File: config.mk
export PLATFORM = sky130hd
export DESIGN_NAME = display_scan_ctrl
export DESIGN_NICKNAME = d
export VERILOG_FILES = /design/src/rtl/display_scan_ctrl.sv
export SDC_FILE = /design/constraint.sdc
export NUM_CORES = 1
export LEC_CHECK = 0
export BUFFER_PORTS_ARGS = -buffer_cell sky130_fd_sc_hd__buf_2
export CAP_MARGIN = 20
export CORE_UTILIZATION = 44
export CTS_BUF_LIST = sky130_fd_sc_hd__clkbuf_8 sky130_fd_sc_hd__clkbuf_16
export DETAILED_ROUTE_END_ITERATION = 7
export SYNTH_ARGS = -nofsm -noshare
export SYNTH_HDL_FRONTEND = slang
export SYNTH_SLANG_ARGS = --single-unit
File: constraint.sdc
create_clock -name clk -period 2.85 [get_ports clk]
set_input_delay 0.1425 -clock clk [delete_from_list [all_inputs] [get_ports clk]]
set_output_delay 0.1425 -clock clk [all_outputs]
set_load 0.02 [all_outputs]
File: src/rtl/display_scan_ctrl.sv
// Digit-scan sequencer with anti-ghost blanking and a frame-synchronous double
// buffer for the hex display word, so a frame never shows torn data.
module display_scan_ctrl #(
  parameter int PRESCALE = 50000,
  parameter int BLANK    = 500
) (
  input  logic        clk,
  input  logic        rst,
  input  logic        en,
  input  logic        load,
  input  logic [15:0] hexs_in,
  input  logic [3:0]  point_in,
  input  logic [3:0]  les_in,
  output logic [1:0]  Scan,
  output logic [15:0] Hexs,
  output logic [3:0]  Point,
  output logic [3:0]  LES,
  output logic        blank,
  output logic        pending,
  output logic        frame_done
);
  localparam int CW = $clog2(PRESCALE);
  localparam logic [CW-1:0] LAST    = CW'(PRESCALE - 1);
  localparam logic [CW:0]   BLANK_C = (CW+1)'(BLANK);
  localparam logic          BLANK_RST = (BLANK > 0);

  typedef struct packed {
    logic [15:0] hexs;
    logic [3:0]  point;
    logic [3:0]  les;
  } word_t;

  logic [CW-1:0] cnt_q, cnt_d;
  logic [1:0]    scan_q, scan_d;
  logic          blank_q, blank_d;
  logic          pend_q, pend_d;
  logic          fdone_q;
  word_t         buf_q, buf_d, act_q, act_d, in_w;
  logic          wrap, boundary;

  assign in_w = '{hexs: hexs_in, point: point_in, les: les_in};

  always_comb begin
    wrap     = en && (cnt_q == LAST);
    boundary = wrap && (scan_q == 2'd3);
    cnt_d    = cnt_q;
    scan_d   = scan_q;
    if (en) cnt_d = wrap ? '0 : cnt_q + CW'(1);
    if (wrap) scan_d = scan_q + 2'd1;
    // Blank is registered from the next count so it never glitches on cnt decode.
    blank_d  = ({1'b0, cnt_d} < BLANK_C);

    buf_d  = buf_q;
    pend_d = pend_q;
    act_d  = act_q;
    if (boundary) begin
      // A load landing on the boundary bypasses the buffer entirely.
      if (load)        act_d = in_w;
      else if (pend_q) act_d = buf_q;
      pend_d = 1'b0;
    end else if (load) begin
      buf_d  = in_w;
      pend_d = 1'b1;
    end
  end

  always_ff @(posedge clk or posedge rst) begin
    if (rst) begin
      cnt_q   <= '0;
      scan_q  <= '0;
      blank_q <= BLANK_RST;
      pend_q  <= 1'b0;
      fdone_q <= 1'b0;
      buf_q   <= '0;
      act_q   <= '0;
    end else begin
      cnt_q   <= cnt_d;
      scan_q  <= scan_d;
      blank_q <= blank_d;
      pend_q  <= pend_d;
      fdone_q <= boundary;
      buf_q   <= buf_d;
      act_q   <= act_d;
    end
  end

  assign Scan       = scan_q;
  assign Hexs       = act_q.hexs;
  assign Point      = act_q.point;
  assign LES        = act_q.les;
  assign blank      = blank_q | ~en;
  assign pending    = pend_q;
  assign frame_done = fdone_q;
endmodule

==> flow_metrics.env, run 1 <==
export IMPL_status="finished clean"
export IMPL_slowest_delay_ns=0.43
export IMPL_crit_fanout=15
export IMPL_ys_warnings_count=0
export IMPL_placedCellCount=427
export IMPL_gr_total_overflow=0
export IMPL_netlist_area_um2=3400
export IMPL_power_density_nw_per_um2=566
export IMPL_track_usage_pct=17.8
export IMPL_setup_viol=0
export IMPL_cp_cell_sequence="ha_1 -> nand3_2 -> nor2_8 -> a21boi_4 -> buf_12 -> mux2_4"
export IMPL_clockBufferDepth=2
export IMPL_start_util_pct=46.1
export IMPL_period_share_pct=78.6
export IMPL_cts_setup_buffers=0
export IMPL_cp_top_family="flip-flops"
export IMPL_grt_pass1_wl_mm=11.4
export IMPL_ys_types=46
export IMPL_diodes=0
export IMPL_p_total_mw=2.25
export IMPL_clk_latency_ns=0.34
export IMPL_root_buffer="clkbuf_8"
export IMPL_cp_arrival_ns=2.46
export IMPL_seq_area_frac_synth_pct=50.8
export IMPL_fin_hold_ws_ns=0.0438
export IMPL_core_area_um2=7370
export IMPL_hold_viol=0
export IMPL_relSlewSlack_pct=67.8
export IMPL_placed_area_um2=3740
export IMPL_avgViaCountPerCell=5.12
export IMPL_io_buffers=56
export IMPL_synthCells=286
export IMPL_rows=31
export IMPL_start_kind="flip-flop"
export IMPL_cts_htree_levels=3
export IMPL_worst_setup_path_type="reg -> reg"
export IMPL_gp_congestion=0.799
export IMPL_rsz0062_at_grt="no"
export IMPL_vdd_ir_drop_max_v=0.000271
export IMPL_place_ws_ns=0.615
export IMPL_cap_violations=0
export IMPL_drc_errors=0
export IMPL_utilization_pct=54.0
export IMPL_cts_sinks=69
export IMPL_wl_per_cell_um=14.9
export IMPL_cp_required_ns=3.07
export IMPL_clk_pin_slew_ns=0.08
export IMPL_synth_nets=316
export IMPL_die_h_um=89.9
export IMPL_final_cells=445
export IMPL_fin_crit_ns=2.24
export IMPL_first_pass_iters=4
export IMPL_path_buf_inv=1
export IMPL_antenna_left=0
export IMPL_vias=2279
export IMPL_p_leak_nw=2.00
export IMPL_cts_tree="done"
export IMPL_grt_max_degree=49
export IMPL_cts_hold_buf=0
export IMPL_area_growth_pct=17.0
export IMPL_ios=57
export IMPL_crit_slowest_cell="dfrtp_1"
export IMPL_cts_buffers=9
export IMPL_antenna_found_initial=0
export IMPL_drive_above_1_share_pct=34.4
export IMPL_cts_resized=0
export IMPL_routed_wl_mm=6.61
export IMPL_setup_ws_ns=0.610
export IMPL_ys_ff_latch=69
export IMPL_max_freq_mhz=446
export IMPL_final_area_um2=3980
export IMPL_fin_skew_ns=0.0121
export IMPL_dieWidth_um=89.9
export IMPL_finalMaxSlewViolations=0
export IMPL_drtIter0Drc=99
export IMPL_tightest_slew_ns=0.483
export IMPL_grt_pass1_vias=2315
export IMPL_end_kind="flip-flop"
export IMPL_hpwl_mm=4.38
export IMPL_layout_nets=371
export IMPL_setup_tns_ns=0
export IMPL_dieArea_um2=8080
export IMPL_synth_avg_cell_area_um2=11.9
export IMPL_hold_path_class="in -> reg"
## layer usage
metal  vias up  GRT usage [%]  part of all wire, %
met1      1103           25.4                   50
li1       1126              -                    -
met3         7           3.13                  3.4
met2        43           26.6                   45
met5         -              0                    0
met4         0           7.66                  1.3
## report_power, final
group / internal [mW] / switching [mW]
Sequential: 1.05 / 0.0977
Clock: 0.434 / 0.389
Combinational: 0.151 / 0.133
## cell families (layout without fill, tap and decap cells)
kind of cell | count (synthesis) | after routing | share of synthesized area (%)
AO/OA/AOI/OAI | 39 | 39 | 7.03
XOR/XNOR | 15 | 15 | 3.86
adder cells (fa/ha/maj) | 2 | 2 | 0.736
buffers and inverters | 23 | 83 | 4.20
flip-flops | 69 | 69 | 50.8
multiplexers | 52 | 52 | 18.5
AND/OR/NAND/NOR | 86 | 86 | 14.8
## layout by cell type, fill, tap and decap left out, types with 2 or more instances in the layout
master,n
nand2_1,8
dfrtp_1,68
nor2_1,38
nand3_1,7
o22ai_1,2
a21oi_1,27
mux2_4,20
xor2_1,8
buf_12,2
inv_1,2
nor3_1,4
a31oi_1,2
nor2b_1,2
clkbuf_8,10
buf_2,56
and2_1,2
ha_1,2
nand4_1,5
nor4_2,4
clkinv_4,4
mux2i_1,25
nor4_1,2
mux2_2,7
and4_1,2
buf_4,5
xnor2_1,7
## worst register-to-register path, cell delays in order (launching register included)
cell,delay (ns)
dfrtp_1,0.43
ha_1,0.30
nand3_2,0.30
nor2_8,0.11
a21boi_4,0.43
buf_12,0.24
mux2_4,0.31
## Yosys cell counts (all sizes together)
library cell  number  area, um2
dfrtp             68       1700
nor2              39        163
a21oi             27        135
mux2              27        379
mux2i             25        250
buf               16        116
nand2              8       30.0
nand3              8       45.0
xor2               8       70.1
xnor2              7       61.3
nand4              6       52.6
nor4               6       62.6
clkbuf             4       15.0
nor3               4       20.0
inv                3       11.3
a31oi              2       12.5
and2               2       12.5
and4               2       17.5
ha                 2       25.0
nor2b              2       12.5
nor3b              2       20.0
o22ai              2       12.5
a211o              1       8.76
a21boi             1       18.8
a221o              1       10.0
a31o               1       8.76
a32oi              1       8.76
and3               1       6.26
and4b              1       10.0
and4bb             1       12.5
dfstp              1       26.3
nand2b             1       6.26
nand4b             1       8.76
nor4b              1       15.0
o211a              1       10.0
o21ai              1       5.00
o31a               1       8.76
or4b               1       10.0
## state kept, by name, summed over array words and instances (netlist names)
name and count:
Hexs 16, LES 4, Point 4, Scan 2, blank_q 1, buf_q 24
cnt_q 16, frame_done 1, pending 1
## worst paths after layout
path	startpoint	endpoint	slack [ns]	cells after the start
max in group asynchronous	rst	Hexs[7]	1.83	5
worst max register to register	cnt_q[0]	buf_q[7]	0.61	6
worst min-delay path	point_in[2]	buf_q[6]	0.04	2
worst min register to register	buf_q[23]	buf_q[23]	0.51	1
min in group asynchronous	rst	cnt_q[6]	0.30	3
worst max-delay path	cnt_q[0]	buf_q[7]	0.61	6
## final cells by class
type	instances	area (um2)
multi-input cells	194	1540
repair buffers	64	368
clock buffers	10	138
inverters	3	11.3
flip-flops and latches	69	1730
clock inverters	6	72.6
fillers	662	3390
well taps	99	124
No activity file was read; power rests on OpenSTA's default activity.
==> run 2: changes to the inputs <==
Clock period 2.85 ns to 2.23 ns, I/O delays scaled along.
==> flow_metrics.env, run 2 (same netlist as run 1, synthesis figures left out) <==
export IMPL_status="finished clean"
export IMPL_cts_tree="done"
export IMPL_first_pass_iters=6
export IMPL_start_util_pct=46.1
export IMPL_routed_wl_mm=6.88
export IMPL_most_common_layout_cells="dfrtp_1, buf_2, nor2_1, a21oi_1, mux2i_1"
export IMPL_cp_top_family="simple AND/OR/NAND/NOR gates"
export IMPL_cts_buffers=9
export IMPL_hpwl_mm=4.49
export IMPL_cap_violations=0
export IMPL_end_kind="flip-flop"
export IMPL_cts_sinks=69
export IMPL_placed_area_um2=3800
export IMPL_dieWidth_um=89.9
export IMPL_grt_max_degree=50
export IMPL_multi_input_area_um2=1550
export IMPL_die_h_um=89.9
export IMPL_hold_viol=0
export IMPL_gp_congestion=0.810
export IMPL_track_usage_pct=19.0
export IMPL_vias=2368
export IMPL_antenna_found_initial=0
export IMPL_grt_pass1_vias=2423
export IMPL_use_met2_pct=29.7
export IMPL_drtIter0Drc=96
export IMPL_cp_required_ns=2.48
export IMPL_crit_slowest_cell="dfrtp_1"
export IMPL_worst_setup_path_type="reg -> reg"
export IMPL_start_kind="flip-flop"
export IMPL_grt_busiest_layer="met2"
export IMPL_area_growth_pct=22.8
export IMPL_placedCellCount=432
export IMPL_layout_cells_most_common="dfrtp_1"
export IMPL_ios=57
export IMPL_setup_viol=0
export IMPL_crit_fanout=11
export IMPL_cp_cell_sequence="ha_1 -> nand3_4 -> nor4_1 -> xnor2_1 -> a31oi_1 -> nor4_2"
export IMPL_drc_errors=0
export IMPL_p_leak_nw=2.09
export IMPL_worstReg2RegStart="cnt_q[0]"
export IMPL_rows=31
export IMPL_drive_above_1_share_pct=33.5
export IMPL_clk_latency_ns=0.34
export IMPL_path_buf_inv=0
export IMPL_wl_per_cell_um=14.8
export IMPL_fin_hold_ws_ns=0.0209
export IMPL_grt_pass1_wl_mm=12.1
export IMPL_setup_tns_ns=0
export IMPL_seq_area_um2=1730
export IMPL_hold_path_class="in -> reg"
export IMPL_avgViaCountPerCell=5.08
export IMPL_fin_skew_ns=0.0104
export IMPL_clockBufferDepth=2
export IMPL_top_register="buf_q"
export IMPL_clk_pin_slew_ns=0.08
export IMPL_period_share_pct=89.3
export IMPL_fillers=648
export IMPL_use_met1_pct=25.7
export IMPL_rsz0062_at_grt="no"
export IMPL_max_freq_mhz=502
export IMPL_io_buffers=56
export IMPL_place_ws_ns=0.143
export IMPL_cp_arrival_ns=2.24
export IMPL_slowest_delay_ns=0.42
export IMPL_finalMaxSlewViolations=0
export IMPL_diodes=0
export IMPL_root_buffer="clkbuf_8"
export IMPL_crit_start="cnt_q[0]"
export IMPL_final_cells=466
export IMPL_relSlewSlack_pct=69.7
export IMPL_vdd_ir_drop_max_v=0.000431
export IMPL_tightest_slew_ns=0.454
export IMPL_antenna_left=0
export IMPL_timing_reg2reg_setup_slack_ns=0.24
export IMPL_gr_usage_met3_pct=3.89
export IMPL_layout_nets=392
export IMPL_setup_ws_ns=0.239
export IMPL_fin_crit_ns=1.99
export IMPL_largest_reg_flops=24
export IMPL_p_total_mw=2.83
export IMPL_cts_setup_buffers=0
export IMPL_hp_start="hexs_in[15]"
export IMPL_cts_htree_levels=3
export IMPL_utilization_pct=56.6
export IMPL_gr_total_overflow=0
export IMPL_final_area_um2=4170
export IMPL_power_density_nw_per_um2=678
export IMPL_core_area_um2=7370
export IMPL_dieArea_um2=8080
[run 2: final cells by class]
cell class | instances | share of cell area (%)
clock buffer | 11 | 3.63
inverter | 3 | 0.270
timing repair buffer | 85 | 13.9
clock inverter | 5 | 0.809
tap | 99 | 2.97
multi-input combinational | 194 | 37.0
sequential | 69 | 41.4
[run 2: worst paths after layout]
path,end,cells after the start
setup / recovery,blank_q,6
hold / removal,buf_q[23],2
setup reg to reg,blank_q,6
hold reg to reg,buf_q[4],1
max in group asynchronous,blank_q,4
min in group asynchronous,Scan[0],3
[run 2: power by group]
group	switching (mW)	total, mW	internal [mW]
clock network	0.496	0.960	0.464
logic	0.191	0.421	0.230
registers	0.113	1.45	1.34
[run 2: worst register-to-register path: stages, from the launching register on]
cell and delay, ns:
dfrtp_1 0.42, ha_1 0.34, nand3_4 0.23, nor4_1 0.38, xnor2_1 0.18, a31oi_1 0.11, nor4_2 0.23
[run 2: metal layers]
layer / up-vias / wire length (um)
met5: - / 0
met4: 0 / 146
met3: 13 / 226
met2: 50 / 3160
met1: 1145 / 3350
li1: 1160 / -
[run 2: what timing repair did]
action                                  4_1_cts  5_1_grt
gates resized for setup                       0        1
endpoints found under the setup margin        0        1
hold buffers                                 18        0
endpoints found under the hold margin        37        0
==> run 3: changes to the inputs <==
Settings changed: ABC_AREA set to 1, SKIP_CTS_REPAIR_TIMING set to 1.
==> flow_metrics.env, run 3 <==
export IMPL_start_util_pct=46.2
export IMPL_tightest_slew_ns=0.462
export IMPL_dieWidth_um=90.0
export IMPL_ys_warnings_count=0
export IMPL_synthCells=408
export IMPL_ios=57
export IMPL_gr_usage_met3_pct=3.64
export IMPL_comb_power_share_pct=15.9
export IMPL_grt_pass1_wl_mm=12.4
export IMPL_layout_nets=495
export IMPL_netSwitchingFraction_pct=29.8
export IMPL_track_usage_pct=19.1
export IMPL_synth_nets=438
export IMPL_period_share_pct=79.9
export IMPL_final_cells=569
export IMPL_dieArea_um2=8090
export IMPL_antenna_left=0
export IMPL_vias=2739
export IMPL_power_density_nw_per_um2=770
export IMPL_seq_area_frac_synth_pct=50.8
export IMPL_synth_edf_count=0
export IMPL_antenna_found_initial=0
export IMPL_clk_latency_ns=0.35
export IMPL_die_h_um=90.0
export IMPL_async_flop_share_pct=100
export IMPL_relSlewSlack_pct=69.2
export IMPL_placedCellCount=552
export IMPL_area_growth_pct=17.5
export IMPL_worst_setup_path_type="reg -> reg"
export IMPL_worstReg2RegEnd="buf_q[4]"
export IMPL_gr_total_overflow=0
export IMPL_wl_per_cell_um=12.5
export IMPL_timing_reg2reg_setup_slack_ns=0.45
export IMPL_ys_ff_latch=69
export IMPL_hold_end="buf_q[18]"
export IMPL_fillers=720
export IMPL_rr_worst_depth=10
export IMPL_power_switching_mw=0.917
export IMPL_grt_max_degree=49
export IMPL_synth_avg_cell_area_um2=8.34
export IMPL_synth_area_leaders="dfrtp_1, nand2_1, nand3_1"
export IMPL_cp_required_ns=2.48
export IMPL_cts_buffers=9
export IMPL_first_pass_iters=5
export IMPL_synth_top_cell_area_share_pct=50.0
export IMPL_fin_crit_ns=1.78
export IMPL_use_met2_pct=28.5
export IMPL_end_kind="flip-flop"
export IMPL_cts_htree_levels=3
export IMPL_diodes=0
export IMPL_p_leak_nw=2.19
export IMPL_cts_tree="done"
export IMPL_cp_arrival_ns=2.04
export IMPL_layout_cells_most_common="nand2_1"
export IMPL_utilization_pct=54.3
export IMPL_root_buffer="clkbuf_8"
export IMPL_vdd_ir_drop_max_v=0.000376
export IMPL_start_kind="flip-flop"
export IMPL_io_buffers=56
export IMPL_avgViaCountPerCell=4.81
export IMPL_holdPathStages=3
export IMPL_drc_errors=0
export IMPL_top_register="buf_q"
export IMPL_p_int_mw=2.16
export IMPL_clk_pin_slew_ns=0.07
export IMPL_largest_reg_flops=24
export IMPL_netlist_area_um2=3400
export IMPL_ys_top_cells_by_count="nand2_1, dfrtp_1, nor2_1"
export IMPL_post_synth_top_area_cell="dfrtp_1"
export IMPL_p_seq_share_pct=48.1
export IMPL_use_met1_pct=27.5
export IMPL_grt_pass1_vias=2654
export IMPL_cap_violations=0
export IMPL_rows=31
export IMPL_routed_wl_mm=7.13
export IMPL_setup_viol=0
export IMPL_hp_start="hexs_in[10]"
export IMPL_status="finished clean"
export IMPL_max_freq_mhz=561
export IMPL_clockBufferDepth=2
export IMPL_synth_flop_cell="dfrtp_1"
export IMPL_drtIter0Drc=150
export IMPL_ys_types=30
export IMPL_setup_tns_ns=0
export IMPL_cts_sinks=69
export IMPL_fin_skew_ns=0.0108
export IMPL_hold_viol=0
export IMPL_finalMaxSlewViolations=0
export IMPL_gp_congestion=0.907
export IMPL_crit_fanout=28
export IMPL_most_common_layout_cells="nand2_1, dfrtp_1, buf_2, nor2_1, nand3_1"
export IMPL_rsz0062_at_grt="no"
export IMPL_hold_path_class="in -> reg"
export IMPL_worstReg2RegStart="cnt_q[0]"
export IMPL_grt_busiest_layer="met2"
export IMPL_core_area_um2=7370
export IMPL_yosysMostFrequentCell="nand2_1"
export IMPL_hpwl_mm=4.93
export IMPL_drive_above_1_share_pct=21.5
export IMPL_clkPwrFrac_pct=36.0
-- run 3: cell types whose count changed in the layout (fill, tap and decap cells not counted), sizes merged, moves of 9 or more --
cell         delta
a21oi          -27
dlygate4sd3    -17
inv            +38
mux2           -27
mux2i          -14
nand2         +115
nand3          +35
nor2            +9
o21ai          +26
o31ai           +9
-- run 3: worst max path at each step --
stage / start / to / slack (ns)
final: cnt_q[0] / buf_q[4] / 0.45
after detailed placement: cnt_q[0] / buf_q[4] / 0.42
after CTS: cnt_q[0] / buf_q[4] / 0.44
after global placement: cnt_q[0] / buf_q[1] / 0.53
after global routing: cnt_q[0] / buf_q[7] / 0.26
after floorplan: rst / Hexs[0] / 0.38
-- run 3: kinds of logic (layout without fill, tap and decap cells) --
logic type,after synthesis,count (layout),share of synthesized area (%)
and+or+nand+nor,224,224,28.1
DFF,69,69,50.8
buffers and inverters,59,121,7.61
AOI/OAI and AO/OA,38,38,8.27
muxes,11,11,3.23
xor gates and xnor gates,5,5,1.29
adders and majority gates,2,2,0.735
-- run 3: worst max-delay path, cell delays in order, from the launching register on --
cell and delay (ns):
dfrtp_1 0.42, ha_1 0.24, nand2_2 0.09, clkinv_1 0.08
nand3_1 0.09, nor2_2 0.05, nand2_4 0.16, nor2_8 0.05
inv_2 0.09, nand2_4 0.18, o21ai_0 0.24
-- run 3: layout make-up --
type / instances / area, um2 / share of cell area, %
multi-input cells: 280 / 1420 / 35.5
clock buffers: 9 / 124 / 3.10
clock inverters: 7 / 91.3 / 2.28
flip-flops and latches: 69 / 1730 / 43.2
repair buffers: 62 / 353 / 8.82
inverters: 43 / 161 / 4.04
well taps: 99 / 124 / 3.10
-- run 3: per-layer routing --
metal | part of all wire, % | up-vias
li1 | - | 1411
met3 | 5.2 | 6
met2 | 42 | 75
met5 | 0 | -
met1 | 51 | 1247
met4 | 1.1 | 0
-- run 3: per-stage QoR --
stage / total power, mW / cell area (um2) / setup slack (ns) / hold WS (ns)
floorplan: 1.85 / 3400 / 0.380 / 0.256
global placement: 1.98 / 3770 / 0.529 / 0.0585
detailed placement: 1.99 / 3770 / 0.415 / 0.0582
CTS: 3.11 / 3990 / 0.441 / -0.318
global route: 3.27 / 4000 / 0.262 / 0.00277
finish: 3.08 / 4000 / 0.448 / 0.0103
-- run 3: power groups by stage --
| stage | Sequential (mW) | Combinational [mW] | Clock (mW) |
|---|---|---|---|
| CTS | 1.48 | 0.492 | 1.14 |
| global placement | 1.50 | 0.483 | 0 |
| finish | 1.48 | 0.489 | 1.11 |
| global route | 1.50 | 0.577 | 1.19 |
| detailed placement | 1.50 | 0.487 | 0 |
| floorplan | 1.47 | 0.375 | 0 |
